[src/rtl/seq_mult_ovf_if.sv]
// seq_mult_ovf_if: request/response bundle between the execute stage and the Booth multiplier
interface seq_mult_ovf_if #(parameter int WIDTH = 32);
  logic             start;
  logic [WIDTH-1:0] a;
  logic [WIDTH-1:0] b;
  logic             busy;
  logic             done;
  logic [WIDTH-1:0] result;
  logic [WIDTH-1:0] result_hi;
  logic             ovf;
  modport master (output start, a, b, input busy, done, result, result_hi, ovf);
  modport slave (input start, a, b, output busy, done, result, result_hi, ovf);
endinterface

[src/rtl/seq_mult_ovf.sv]
// seq_mult_ovf: multicycle radix-2 Booth signed multiplier with overflow flag and optional saturation
module seq_mult_ovf #(
  parameter int WIDTH    = 32,
  parameter bit SATURATE = 1'b0
) (
  input logic          clock,
  input logic          reset_n,
  seq_mult_ovf_if.slave bus
);
  localparam int CW = $clog2(WIDTH) + 1;
  typedef enum logic [1:0] {IDLE, RUN, DONE} state_t;
  state_t             state, nxt;
  logic [WIDTH-1:0]   mcand;
  logic [2*WIDTH:0]   prod;
  logic [CW-1:0]      cnt;
  logic [WIDTH:0]     upper, addend, sum;
  logic               ovf_w;
  logic [WIDTH-1:0]   sat_w;
  assign upper  = {prod[2*WIDTH], prod[2*WIDTH:WIDTH+1]};
  assign addend = {mcand[WIDTH-1], mcand};
  assign sum    = prod[1:0] == 2'b01 ? upper + addend : prod[1:0] == 2'b10 ? upper - addend : upper;
  assign ovf_w  = !(&prod[2*WIDTH:WIDTH] || ~|prod[2*WIDTH:WIDTH]);
  assign sat_w  = prod[2*WIDTH] ? {1'b1, {(WIDTH-1){1'b0}}} : {1'b0, {(WIDTH-1){1'b1}}};
  assign bus.busy = state != IDLE;
  // state register
  always_ff @(posedge clock) begin
    if (!reset_n) state <= IDLE;
    else state <= nxt;
  end
  // next state: accept in IDLE, WIDTH Booth steps in RUN, one result cycle in DONE
  always_comb begin
    nxt = state == IDLE ? (bus.start ? RUN : IDLE)
        : state == RUN  ? (cnt == CW'(WIDTH - 1) ? DONE : RUN)
        : IDLE;
  end
  // operand capture, Booth add/subtract plus arithmetic shift, result registration
  always_ff @(posedge clock) begin
    if (!reset_n) begin
      mcand         <= '0;
      prod          <= '0;
      cnt           <= '0;
      bus.done      <= 1'b0;
      bus.result    <= '0;
      bus.result_hi <= '0;
      bus.ovf       <= 1'b0;
    end else begin
      bus.done <= state == DONE;
      if (state == IDLE && bus.start) begin
        mcand <= bus.a;
        prod  <= {{WIDTH{1'b0}}, bus.b, 1'b0};
        cnt   <= '0;
      end
      if (state == RUN) begin
        prod <= {sum, prod[WIDTH:1]};
        cnt  <= cnt + 1'b1;
      end
      if (state == DONE) begin
        bus.result    <= SATURATE && ovf_w ? sat_w : prod[WIDTH:1];
        bus.result_hi <= prod[2*WIDTH:WIDTH+1];
        bus.ovf       <= ovf_w;
      end
    end
  end
endmodule

[src/flat_wrapper.sv]
// flat-port wrapper written by rule: the top's interface ports become plain ports
module seq_mult_ovf_flat 
#(
  parameter int WIDTH    = 32,
  parameter bit SATURATE = 1'b0
)
  (clock, reset_n, bus_start, bus_a, bus_b, bus_busy, bus_done, bus_result, bus_result_hi, bus_ovf);
  seq_mult_ovf_if #(.WIDTH(WIDTH)) bus_i ();
  input logic clock;
  input logic reset_n;
  input wire logic [$bits(bus_i.start)-1:0] bus_start;
  input wire logic [$bits(bus_i.a)-1:0] bus_a;
  input wire logic [$bits(bus_i.b)-1:0] bus_b;
  output wire logic [$bits(bus_i.busy)-1:0] bus_busy;
  output wire logic [$bits(bus_i.done)-1:0] bus_done;
  output wire logic [$bits(bus_i.result)-1:0] bus_result;
  output wire logic [$bits(bus_i.result_hi)-1:0] bus_result_hi;
  output wire logic [$bits(bus_i.ovf)-1:0] bus_ovf;
  assign bus_i.start = bus_start;
  assign bus_i.a = bus_a;
  assign bus_i.b = bus_b;
  assign bus_busy = bus_i.busy;
  assign bus_done = bus_i.done;
  assign bus_result = bus_i.result;
  assign bus_result_hi = bus_i.result_hi;
  assign bus_ovf = bus_i.ovf;
  seq_mult_ovf #(.WIDTH(WIDTH), .SATURATE(SATURATE)) u_core (.clock(clock), .reset_n(reset_n), .bus(bus_i));
endmodule
[config.mk]
export PLATFORM = sky130hd
export DESIGN_NAME = seq_mult_ovf_flat
export DESIGN_NICKNAME = d
export VERILOG_FILES = /design/src/rtl/seq_mult_ovf_if.sv /design/src/rtl/seq_mult_ovf.sv /design/src/flat_wrapper.sv
export SDC_FILE = /design/constraint.sdc
export NUM_CORES = 1
export LEC_CHECK = 0
export BUFFER_PORTS_ARGS = -buffer_cell sky130_fd_sc_hd__buf_4
export CAP_MARGIN = 20
export CELL_PAD_IN_SITES_DETAIL_PLACEMENT = 0
export CELL_PAD_IN_SITES_GLOBAL_PLACEMENT = 1
export CORE_MARGIN = 5
export CORE_UTILIZATION = 40
export DETAILED_ROUTE_END_ITERATION = 10
export GPL_TIMING_DRIVEN = 0
export PLACE_DENSITY = 0.73
export SLEW_MARGIN = 10
export SYNTH_ARGS = -nofsm -noshare
export SYNTH_HDL_FRONTEND = slang
export SYNTH_SLANG_ARGS = --single-unit
[constraint.sdc]
create_clock -name clock -period 9.32 [get_ports clock]
set_clock_uncertainty 0.05 [all_clocks]
set_input_delay 0.466 -clock clock [delete_from_list [all_inputs] [get_ports clock]]
set_output_delay 0.466 -clock clock [all_outputs]
set_load 0.03 [all_outputs]
==> Yosys cells after proc, flatten, opt, wreduce, memory -nomap -nowiden <==
Cells that the tools add are included.
{ "totals": {"register_bits": 171, "inputBits": 67, "out_inout_bits": 67, "elab_cells": 38} }
{ "op_classes": {"add_sub_neg": 3, "n_eq_ne": 6, "muxes": 10, "n_reduce_logical": 10} }
{ "ops": {"columns": ["op", "count"], "rows": [
  ["$mux 65", 2],
  ["$mux 33", 2],
  ["$add 32x32->33", 1],
  ["$reduce_and 33->1", 1],
  ["$reduce_or 33->1", 1],
  ["$sub 32x32->33", 1],
  ["$mux 6", 2],
  ["$add 6x1->6 const B", 1],
  ["$eq 6x5->1 const B", 1],
  ["$mux 2", 3],
  ["$eq 2x1->1 const B", 2],
  ["$eq 2x2->1 const B", 2],
  ["$reduce_bool 2->1", 2],
  ["$ne 3x1->1 const B", 1],
  ["$logic_not 1->1", 2],
  ["$logic_not 2->1", 1],
  ["$reduce_and 2->1", 1],
  ["$logic_and 1x1->1", 1],
  ["$logic_or 1x1->1", 1],
  ["$mux 1", 1]
]} }

==> Depth between registers and ports, before layout <==
Gate-level depths: netlist (run 1).
{ "depth": {"ltp_word": 4, "ltp_mapped": 12, "mapped_depth_nobuf": 12} }

==> Worst setup path after synthesis (run 1) <==
OpenSTA, ideal clock, no wires.
{ "synth_timing": {"path_type": "reg2reg", "startpoint": "register u_core.prod[33]", "endpoint": "register u_core.prod[56]", "setup_ns": 0.074, "t_arrival_ns": 2.808, "path_slack_ns": 6.388, "path_stages_with_launch": 13, "path_buffers": 0, "period_less_slack_ns": 2.932, "path_cell_list": "dfxtp_1 -> ha_1 -> inv_1 -> fa_1 -> o21bai_4 -> a211oi_2 -> o41ai_4 -> and4b_1 -> nor4_1 -> or3_1 -> nand2b_4 -> a311o_1 -> a31oi_1"} }
{ "synth_via": {"elab_chain_len": 4} }
{ "synth_lines": {"columns": ["element", "line_no", "text"], "rows": [
  ["start, declared", "seq_mult_ovf.sv:14", "logic [2*WIDTH:0] prod;"],
  ["start signal, assigned", "seq_mult_ovf.sv:50", "prod <= {{WIDTH{1'b0}}, bus.b, 1'b0};"],
  ["start signal, assigned", "seq_mult_ovf.sv:54", "prod <= {sum, prod[WIDTH:1]};"],
  ["$sub 32x32->33", "seq_mult_ovf.sv:21", "assign sum = prod[1:0] == 2'b01 ? upper + addend : prod[1:0] == 2'b10 ? upper - addend : upper;"],
  ["$mux 33", "seq_mult_ovf.sv:21", null],
  ["$mux 33 *", "seq_mult_ovf.sv:21", null],
  ["$mux 65 *", "seq_mult_ovf.sv:53", "if (state == RUN) begin"]
]} }
Mark *: on every way between the ends. The rest lies on a longest branch, timed or not. The select of a mux whose other input is x is not followed.
A chain may end at the register's enable or synchronous reset.

==> Final worst setup path (run 1) <==
{ "layout_timing": {"startpoint": "register u_core.prod[33]", "endpoint": "register u_core.prod[64]"} }
The elaborated chain is that of the path after synthesis.

==> results.toml, run 1 <==
[status]
status = "finished clean"

[yosys]
async_flop_share_pct = 0
synth_area_per_cell_um2 = 7.72
ys_seq_area_share_pct = 32.7
syn_area_um2 = 10500
synth_nets = 1490
synth_ff_type = "dfxtp_1"
postSynthCellCount = 1356
ys_types = 69
ys_warn_count = 0
synth-seq-cells = 171
synth_edf_count = 0

[route]
drc = 0
dr_wl_met2_um = 16600
ant_nets = 0
top_layer_used = "met4"
dr_wl_met3_um = 2430
wirelength_met1_um = 16400
routed_via_density = 5.44
firstDrtPassIters = 6
drt_iter0_markers = 826
wire_per_inst_um = 19.4
num_vias = 10100
drt-total-wl_um = 36000

[worst_setup_path]
cp.arrival_ps = 4240
worstReg2RegStart = "u_core.prod[33]"
crit_path_start_kind = "flop"
crit_slowest_cell = "o31ai_1"
endpoint_kind = "flop"
required_ps = 9580
crit_chain = "inv_1 -> ha_1 -> fa_1 -> nor2b_1 -> o2111a_1 -> o31ai_1 -> o21ai_0 -> a21oi_1 -> o31ai_1 -> a21oi_1 -> a2111oi_0 -> nor2_1"
crit_fanout = 7
cpLargestDelayFamily = "compound AO/OA/AOI/OAI gates"
path_buf_inv = 1
critPathKind = "reg2reg"
startpoint = "u_core.prod[33]"
slowest_delay_ps = 630

[layout]
final_cell_mix = "277 x nand2_1, 171 x dfxtp_1, 137 x buf_4, 114 x a21boi_0, 94 x nor2_1"
syn_to_final_growth_pct = 19.6
antennaDiodeCount = 0
fillers = 2651
multiInputGateArea_um2 = 6440
fin_util_pct = 48.3
drive_gt1_share_pct = 13.5
design_area_um2 = 12500
area.sequential_um2 = 3420
nets = 1642
layout_commonest_cell = "nand2_1"
stdcell_count = 1856

[power]
vdd_drop_max_uv = 109
total_power_mw = 2.02
p_leak_nw = 5.01
power.density_nw_per_um2 = 161

[flow_run]
maxCapViolations = 0

[floorplan]
core_um2 = 25900
initial_core_util_pct = 40.4
die_area_um2 = 29500
rows = 59
dieWidth_um = 172
io_pins = 134
die_h_um = 172

[clock_network]
cts.sink_count = 171
clkTransAtPathRegs_ps = 80
cts_hold_buf = 0
cts_max_path_buffers = 2
cts_max_level = 4
root_buffer = "clkbuf_16"
ctsResizeCount = 0
worstSkewPairLatency_ps = 450
cts_setup_buffers = 0
cts_tree = "yes"
numCtsBuffers = 17

[placed_design]
port-buffer-count = 133
place_congestion = 0.920
dp_cells = 1824
dp_hpwl_um = 27300
place_area_um2 = 11900

[timing]
maxSlewViolCount = 0
setup_viol = 0
worst_slew_margin_rel_pct = 35.6
finalSetupTns_ps = 0
fin_crit_sh_pct = 42.7
worst_pin_slew_ps = 958
rsz0062_at_grt = "false"
fmax_mhz = 251
finalCriticalPeriod_ps = 3980
hold_violations = 0

[global_route]
grt_pass1_wl_um = 56200
overflow = 0
antenna_found_initial = 0
grt_use_total_pct = 24.4
grt_max_degree = 22
grt_pass1_vias = 9826

[min_path]
min_path_type = "in2reg"
min_from = "bus_a[7]"
-- through the flow --
stage,hold slack (ps),setup WS (ps)
4_1_cts,207,5370
5_1_grt,213,4970
6_report,215,5340
2_1_floorplan,404,6390
3_3_place_gp,403,5360
3_5_place_dp,410,5380
-- flip-flops by register name (all words and copies together), names as in the netlist --
register,cells
u_core.bus.result,32
u_core.bus.ovf,1
u_core.prod,65
u_core.mcand,32
u_core.bus.result_hi,32
u_core.bus.done,1
u_core.state,2
u_core.cnt,6
-- cell families after synthesis --
kind of cell	after synthesis	share of synthesized area [%]
flip-flops	171	32.7
XOR/XNOR	48	4.02
AO/OA/AOI/OAI	423	28.5
AND/OR/NAND/NOR	489	20.1
adder cells (fa/ha/maj)	67	8.15
buffers and inverters	150	5.75
multiplexers	8	0.765
-- report_power, final --
group | internal, mW | switching (mW)
logic | 0.178 | 0.281
registers | 0.759 | 0.0375
clock network | 0.372 | 0.394
-- worst reg2reg max path: stages (launching register included) --
cell	delay, ps
dfxtp_1	440
inv_1	70
ha_1	250
fa_1	460
nor2b_1	190
o2111a_1	270
o31ai_1	160
o21ai_0	340
a21oi_1	240
o31ai_1	630
a21oi_1	130
a2111oi_0	540
nor2_1	70
-- Yosys cell counts (5+ instances only) --
cell	number	area [um2]
nand2_1	277	1040
dfxtp_1	171	3420
a21boi_0	114	856
nor2_1	94	353
a21oi_1	74	370
clkbuf_1	69	259
o21ai_0	67	335
ha_1	65	813
inv_1	55	206
xnor2_1	39	342
o221ai_1	34	298
nand3_1	19	95.1
a22oi_1	16	120
nor2b_1	15	93.8
nor3_1	15	75.1
o21bai_1	15	113
nand4_1	14	87.6
nor4_1	13	81.3
and2_1	12	75.1
o31ai_1	12	90.1
a21o_1	11	82.6
nand2b_1	11	68.8
a31oi_1	9	56.3
o22ai_1	9	56.3
xor2_1	9	78.8
buf_1	8	30.0
mux2i_1	8	80.1
buf_2	7	35.0
o211ai_1	7	52.6
a221oi_1	6	52.6
a211oi_1	5	37.5
a22o_1	5	43.8
and3_1	5	31.3
inv_2	5	18.8
o21a_1	5	37.5
-- final timing paths --
path,endpoint,slack (ps),depth (start not counted)
setup / recovery,u_core.prod[64],5340,12
hold / removal,u_core.mcand[7],220,3
setup reg to reg,u_core.prod[64],5340,12
hold reg to reg,u_core.bus.result[0],420,2
-- routing by layer --
metal	up-vias	global-route usage, %
met5	-	0
met4	0	5.06
met3	34	5.54
met2	281	39.4
met1	4743	33.7
li1	5030	-
-- cell type report --
type	count	area share, %
inverters	60	1.80
multi-input cells	1035	51.4
clock inverters	15	1.71
flip-flops and latches	171	27.3
repair buffers	133	7.97
well taps	335	3.35
plain buffers	90	3.01
clock buffers	17	3.40
(Power assumes the default switching activity.)
==> inputs of run 2 (changes only) <==
Settings changed: CORE_UTILIZATION 40 to 39, PLACE_DENSITY 0.73 to 0.75.
Clock period 9.32 ns to 3.57 ns, I/O delays scaled along.
==> run 2 against run 1 <==
Against the previous run: the flow now finishes with violations (hold timing); fmax increased by 15%; routed wire length rose by 2.4%; final area rose by 4.1%; critical path depth is the same.
==> results.toml, run 2 (same netlist as run 1, synthesis figures left out) <==
[layout]
largest_reg_flops = 65
syn_to_final_growth_pct = 24.6
fillers = 2783
final_cell_mix = "277 x nand2_1, 169 x dfxtp_1, 138 x buf_4, 114 x a21boi_0, 94 x nor2_1"
drive_gt1_share_pct = 13.7
layout_commonest_cell = "nand2_1"
design_area_um2 = 13000
nets = 1689
top_register = "u_core.prod"

[timing]
setup_viol = 0
fmax_mhz = 289
finalCriticalPeriod_ps = 3470
hold_violations = 1
fin_crit_sh_pct = 97.1
rsz0062_at_grt = "false"
maxSlewViolCount = 0
worst_pin_slew_ps = 984
finalHoldWorstSlack_ps = -0.646
worst_slack_ps = 104
worst_slew_margin_rel_pct = 34.4
finalSetupTns_ps = 0

[power]
p_int_mw = 3.46
power.density_nw_per_um2 = 409
p_sw_share_pct = 35.2
clkPwrFrac_pct = 37.3
vdd_drop_max_uv = 295
seqPwrFrac_pct = 39.0
power_switching_mw = 1.88
p_leak_nw = 5.22
total_power_mw = 5.34
pwr-share-comb_pct = 23.8

[worst_setup_path]
worstReg2RegStart = "u_core.prod[33]"
cp.arrival_ps = 3780
slowest_delay_ps = 440
crit_fanout = 7
path_buf_inv = 1
endpoint_kind = "flop"
critPathKind = "reg2reg"
crit_slowest_cell = "fa_1"
critPathCapture = "u_core.prod[56]"
crit_chain = "ha_1 -> inv_1 -> fa_1 -> o21bai_4 -> a211oi_2 -> o41ai_4 -> and4b_2 -> nor4_2 -> or3_1 -> nand2b_4 -> a311o_1 -> a31oi_1"
ff2ff_path_depth = 12
r2r-end = "u_core.prod[56]"
crit_path_start_kind = "flop"
required_ps = 3890
startpoint = "u_core.prod[33]"
r2r_slack_ps = 100
worstSetupPathDepth = 12
cpLargestDelayFamily = "compound AO/OA/AOI/OAI gates"

[global_route]
overflow = 0
grt_max_degree = 22
grt_use_total_pct = 23.9
grt_pass1_wl_um = 58200
grt_pass1_vias = 10200
antenna_found_initial = 1

[floorplan]
dieWidth_um = 174
rows = 60
die_h_um = 174
die_area_um2 = 30200
initial_core_util_pct = 39.2
core_um2 = 26700
io_pins = 134

[clock_network]
numCtsBuffers = 17
cts.sink_count = 171
cts_max_path_buffers = 2
root_buffer = "clkbuf_16"
clkTransAtPathRegs_ps = 90
worstSkewPairLatency_ps = 450
cts_tree = "yes"
cts_max_level = 4

[status]
violations = "hold timing"
status = "finished with violations"

[route]
drt-total-wl_um = 36900
drc = 0
routed_via_density = 5.44
wire_per_inst_um = 19.3
firstDrtPassIters = 5
ant_nets = 0
num_vias = 10400
drt_iter0_markers = 759

[placed_design]
dp_hpwl_um = 27600
place_congestion = 0.924
place_area_um2 = 11900
post-place-ws_ps = -367
port-buffer-count = 133

[min_path]
min_from = "bus_b[10]"
min_path_type = "in2reg"

[flow_run]
maxCapViolations = 0
run 2: changes by cell type in the layout (fill, tap and decap cells not counted), sizes merged:
| cell | before | now |
|---|---|---|
| clkinv | 10 | 8 |
| diode | 0 | 1 |
| buf | 154 | 155 |
| dlygate4sd3 | 0 | 46 |
| clkinvlp | 0 | 1 |
| inv | 65 | 66 |
run 2: cell type report:
type                    count  area (um2)  area share (%)
clock buffers              17         425            3.26
repair buffers            180        1470            11.2
clock inverters            15         210            1.61
inverters                  60         225            1.73
well taps                 341         427            3.27
diodes                      1        2.50          0.0192
plain buffers              90         377            2.89
multi-input cells        1035        6490            49.7
flip-flops and latches    171        3430            26.3
run 2: power by group through the flow:
stage	logic [mW]	clock network, mW	registers (mW)
3_5_place_dp	1.19	0	2.12
5_1_grt	1.39	2.10	2.09
6_report	1.27	1.99	2.08
3_3_place_gp	1.19	0	2.12
4_1_cts	1.25	2.02	2.08
2_1_floorplan	0.836	0	2.08
run 2: how the worst min path moves through the flow:
stage                  endpoint  slack (ps)  cells after the start
6_report        u_core.prod[11]        -0.6                      3
5_1_grt         u_core.prod[29]           4                      3
4_1_cts         u_core.prod[11]         0.3                      3
3_5_place_dp   u_core.mcand[17]         400                      3
3_3_place_gp    u_core.mcand[2]         390                      3
2_1_floorplan   u_core.mcand[0]         270                      2
run 2: repair_timing:
action	CTS	global route
pin swaps	0	1
setup endpoints to repair	4	5
hold buffers	46	0
resized for setup	6	7
hold endpoints to repair	46	0
setup buffers	0	1
run 2: worst min-delay path, delay by kind of cell:
kind,cells,cell delay [ps]
compound gates,1,110
simple gates,1,100
buf+inv,1,80
run 2: layer usage:
layer  vias up  wire length [um]  global-route usage (%)
met2       274             17100                    39.9
met5         -                 0                       0
met4         0               661                    5.94
li1       5129                 -                       -
met1      4929             16800                    31.9
met3        53              2290                    4.65
run 2: per-stage QoR:
step	instances	util, %
after floorplan	1356	-
after global placement	1830	44.5
after detailed placement	1830	44.5
after CTS	1908	48.7
after global routing	1910	48.8
final	1910	48.8
==> inputs of run 3 (changes only) <==
Settings changed: ABC_AREA set to 1, CORE_UTILIZATION 39 to 38, PLACE_DENSITY 0.75 to 0.76.
==> run 3 against run 2 <==
Against the previous run: the flow now finishes without violations; via count rose by 21%; synthesized area rose by 8.8%; core utilization fell by 2.0 points; register-to-register slack improved by 400 ps; critical endpoint is now u_core.prod[54].
==> results.toml, run 3 <==
[worst_setup_path]
critPathKind = "reg2reg"
path_common_cell = "nand2_1"
r2r-end = "u_core.prod[54]"
crit_slowest_cell = "fa_1"
r2r_slack_ps = 500
crit_fanout = 5
cp.arrival_ps = 3340
crit_path_start_kind = "flop"
endpoint_kind = "flop"
slowest_delay_ps = 470
worstReg2RegStart = "u_core.prod[33]"
startpoint = "u_core.prod[33]"
path_buf_inv = 2
cpLargestDelayFamily = "simple AND/OR/NAND/NOR gates"
crit_chain = "inv_1 -> ha_1 -> fa_1 -> inv_1 -> nand2_1 -> nand2_1 -> nand2_1 -> o21ai_2 -> nand2_1 -> nand2_1 -> nand2_1 -> nand3_1 -> nand3_1 -> nand3_1 -> a21oi_1"
ff2ff_path_depth = 15
required_ps = 3850

[route]
dr_wl_met3_um = 3560
wire_per_inst_um = 19.9
drt-total-wl_um = 47400
drt_iter0_markers = 1174
routed_via_density = 5.28
dr_wl_met2_um = 21200
wirelength_met1_um = 21800
num_vias = 12600
drc = 0
firstDrtPassIters = 5
top_layer_used = "met4"
ant_nets = 0

[yosys]
ys_types = 47
ys_seq_area_share_pct = 30.0
synthTopCellsByArea = "dfxtp_1 30%, nand2_1 13%, inv_1 9.5%"
synth_top_cells_by_count = "380 x nand2_1, 289 x inv_1, 210 x a21oi_1"
synth_nets = 1917
ys_warn_count = 0
synth_ff_type = "dfxtp_1"
synth-seq-cells = 171
synth_area_per_cell_um2 = 6.39
postSynthCellCount = 1783
syn_area_um2 = 11400
yosys.area.top_type = "dfxtp_1"
synth_edf_count = 0
yosysMostFrequentCell = "nand2_1"
yosysTopAreaCellShare_pct = 30.0
async_flop_share_pct = 0

[floorplan]
dieWidth_um = 183
die_h_um = 183
rows = 63
die_area_um2 = 33600
core_um2 = 29600
initial_core_util_pct = 38.4
io_pins = 134

[min_path]
hold_depth = 3
min_from = "bus_a[16]"
min_path_type = "in2reg"
min_to = "u_core.mcand[16]"

[timing]
setup_viol = 0
fin_crit_sh_pct = 85.9
maxSlewViolCount = 0
worst_pin_slew_ps = 964
finalCriticalPeriod_ps = 3070
worst_slew_margin_rel_pct = 35.7
rsz0062_at_grt = "false"
finalSetupTns_ps = 0
fmax_mhz = 326
hold_violations = 0

[global_route]
grt_pass1_vias = 12000
grt_use_total_pct = 27.8
overflow = 0
grt_max_degree = 17
grt_pass1_wl_um = 71700
antenna_found_initial = 0

[clock_network]
cts_tree = "yes"
cts_setup_buffers = 0
root_buffer = "clkbuf_16"
numCtsBuffers = 17
clkTransAtPathRegs_ps = 80
cts.sink_count = 171
cts_max_path_buffers = 2
worstSkewPairLatency_ps = 460
cts_max_level = 4

[placed_design]
port-buffer-count = 133
place_congestion = 0.994
dp_hpwl_um = 38200

[power]
power.density_nw_per_um2 = 421
total_power_mw = 5.84
vdd_drop_max_uv = 347
p_leak_nw = 6.56

[layout]
final_cell_mix = "380 x nand2_1, 289 x inv_1, 210 x a21oi_1, 171 x dfxtp_1, 157 x o21ai_0"
antennaDiodeCount = 0
syn_to_final_growth_pct = 21.8
fillers = 3215
drive_gt1_share_pct = 11.7
nets = 2110
largest_reg_flops = 65
top_register = "u_core.prod"
layout_commonest_cell = "nand2_1"

[flow_run]
maxCapViolations = 0

[status]
status = "finished clean"
-- run 3: changes by cell type in the layout (fill, tap and decap cells not counted), sizes merged, moves of 90 or more --
cell and change:
a21boi -113, a21oi +140, inv +233, nand2 +110
nand3 +97, o21ai +90
-- run 3: worst reg2reg max path, stage by stage (launching register included) --
cell	delay, ps
dfxtp_1	350
inv_1	120
ha_1	280
fa_1	470
inv_1	130
nand2_1	90
nand2_1	100
nand2_1	100
o21ai_2	220
nand2_1	90
nand2_1	300
nand2_1	120
nand3_1	90
nand3_1	180
nand3_1	190
a21oi_1	70
-- run 3: what timing repair did --
| item | 4_1_cts | 5_1_grt |
|---|---|---|
| resized for setup | 0 | 0 |
| hold buffers | 41 | 0 |
| endpoints found under the hold margin | 41 | 0 |
-- run 3: report_power, final --
group | switching (mW) | total (mW) | internal [mW]
combinational | 1.23 | 1.79 | 0.556
clock | 0.915 | 1.95 | 1.04
sequential | 0.0947 | 2.10 | 2.01
total | 2.24 | 5.84 | 3.60
-- run 3: how the worst max path moves through the flow --
| stage | endpoint | slack [ps] | depth (start not counted) |
|---|---|---|---|
| after detailed placement | u_core.prod[54] | 610 | 15 |
| after global placement | u_core.prod[54] | 600 | 15 |
| final | u_core.prod[54] | 500 | 15 |
| after global routing | u_core.prod[54] | 280 | 16 |
| after floorplan | u_core.prod[62] | 1390 | 15 |
| after CTS | u_core.prod[54] | 600 | 15 |
-- run 3: kinds of logic (layout without fill, tap and decap cells) --
logic type      Yosys count  count (layout)  synth area share [%]
compound gates          453             453                  22.0
xor+xnor                 11              11                 0.845
fa+ha+maj                67              67                  7.49
buf+inv                 383             589                  13.5
flops                   171             171                  30.0
simple gates            698             698                  26.1
-- run 3: metal layers --
metal,track usage (%),vias up
li1,-,6207
met1,39.1,5864
met2,44.2,453
met3,5.65,42
met4,6.20,0
met5,0,-
-- run 3: area by class of cell --
cell class,instances,area [um2],share of cell area (%)
timing repair buffer,174,1410,10.1
buffer,90,442,3.18
clock inverter,12,126,0.910
tap,390,488,3.51
inverter,293,1100,7.92
clock buffer,20,467,3.36
sequential,171,3420,24.7
multi-input combinational,1229,6430,46.3
-- run 3: stage by stage --
| step | worst slack, ps | area [um2] | instances | hold slack [ps] | utilization (%) |
|---|---|---|---|---|---|
| after floorplan | 1390 | 11400 | 1783 | 269 | - |
| after global placement | 600 | 12900 | 2306 | 369 | 43.5 |
| after detailed placement | 615 | 12900 | 2306 | 377 | 43.5 |
| after CTS | 596 | 13900 | 2379 | 0.927 | 46.9 |
| after global routing | 280 | 13900 | 2379 | 12.5 | 46.9 |
| final | 504 | 13900 | 2379 | 12.4 | 46.9 |
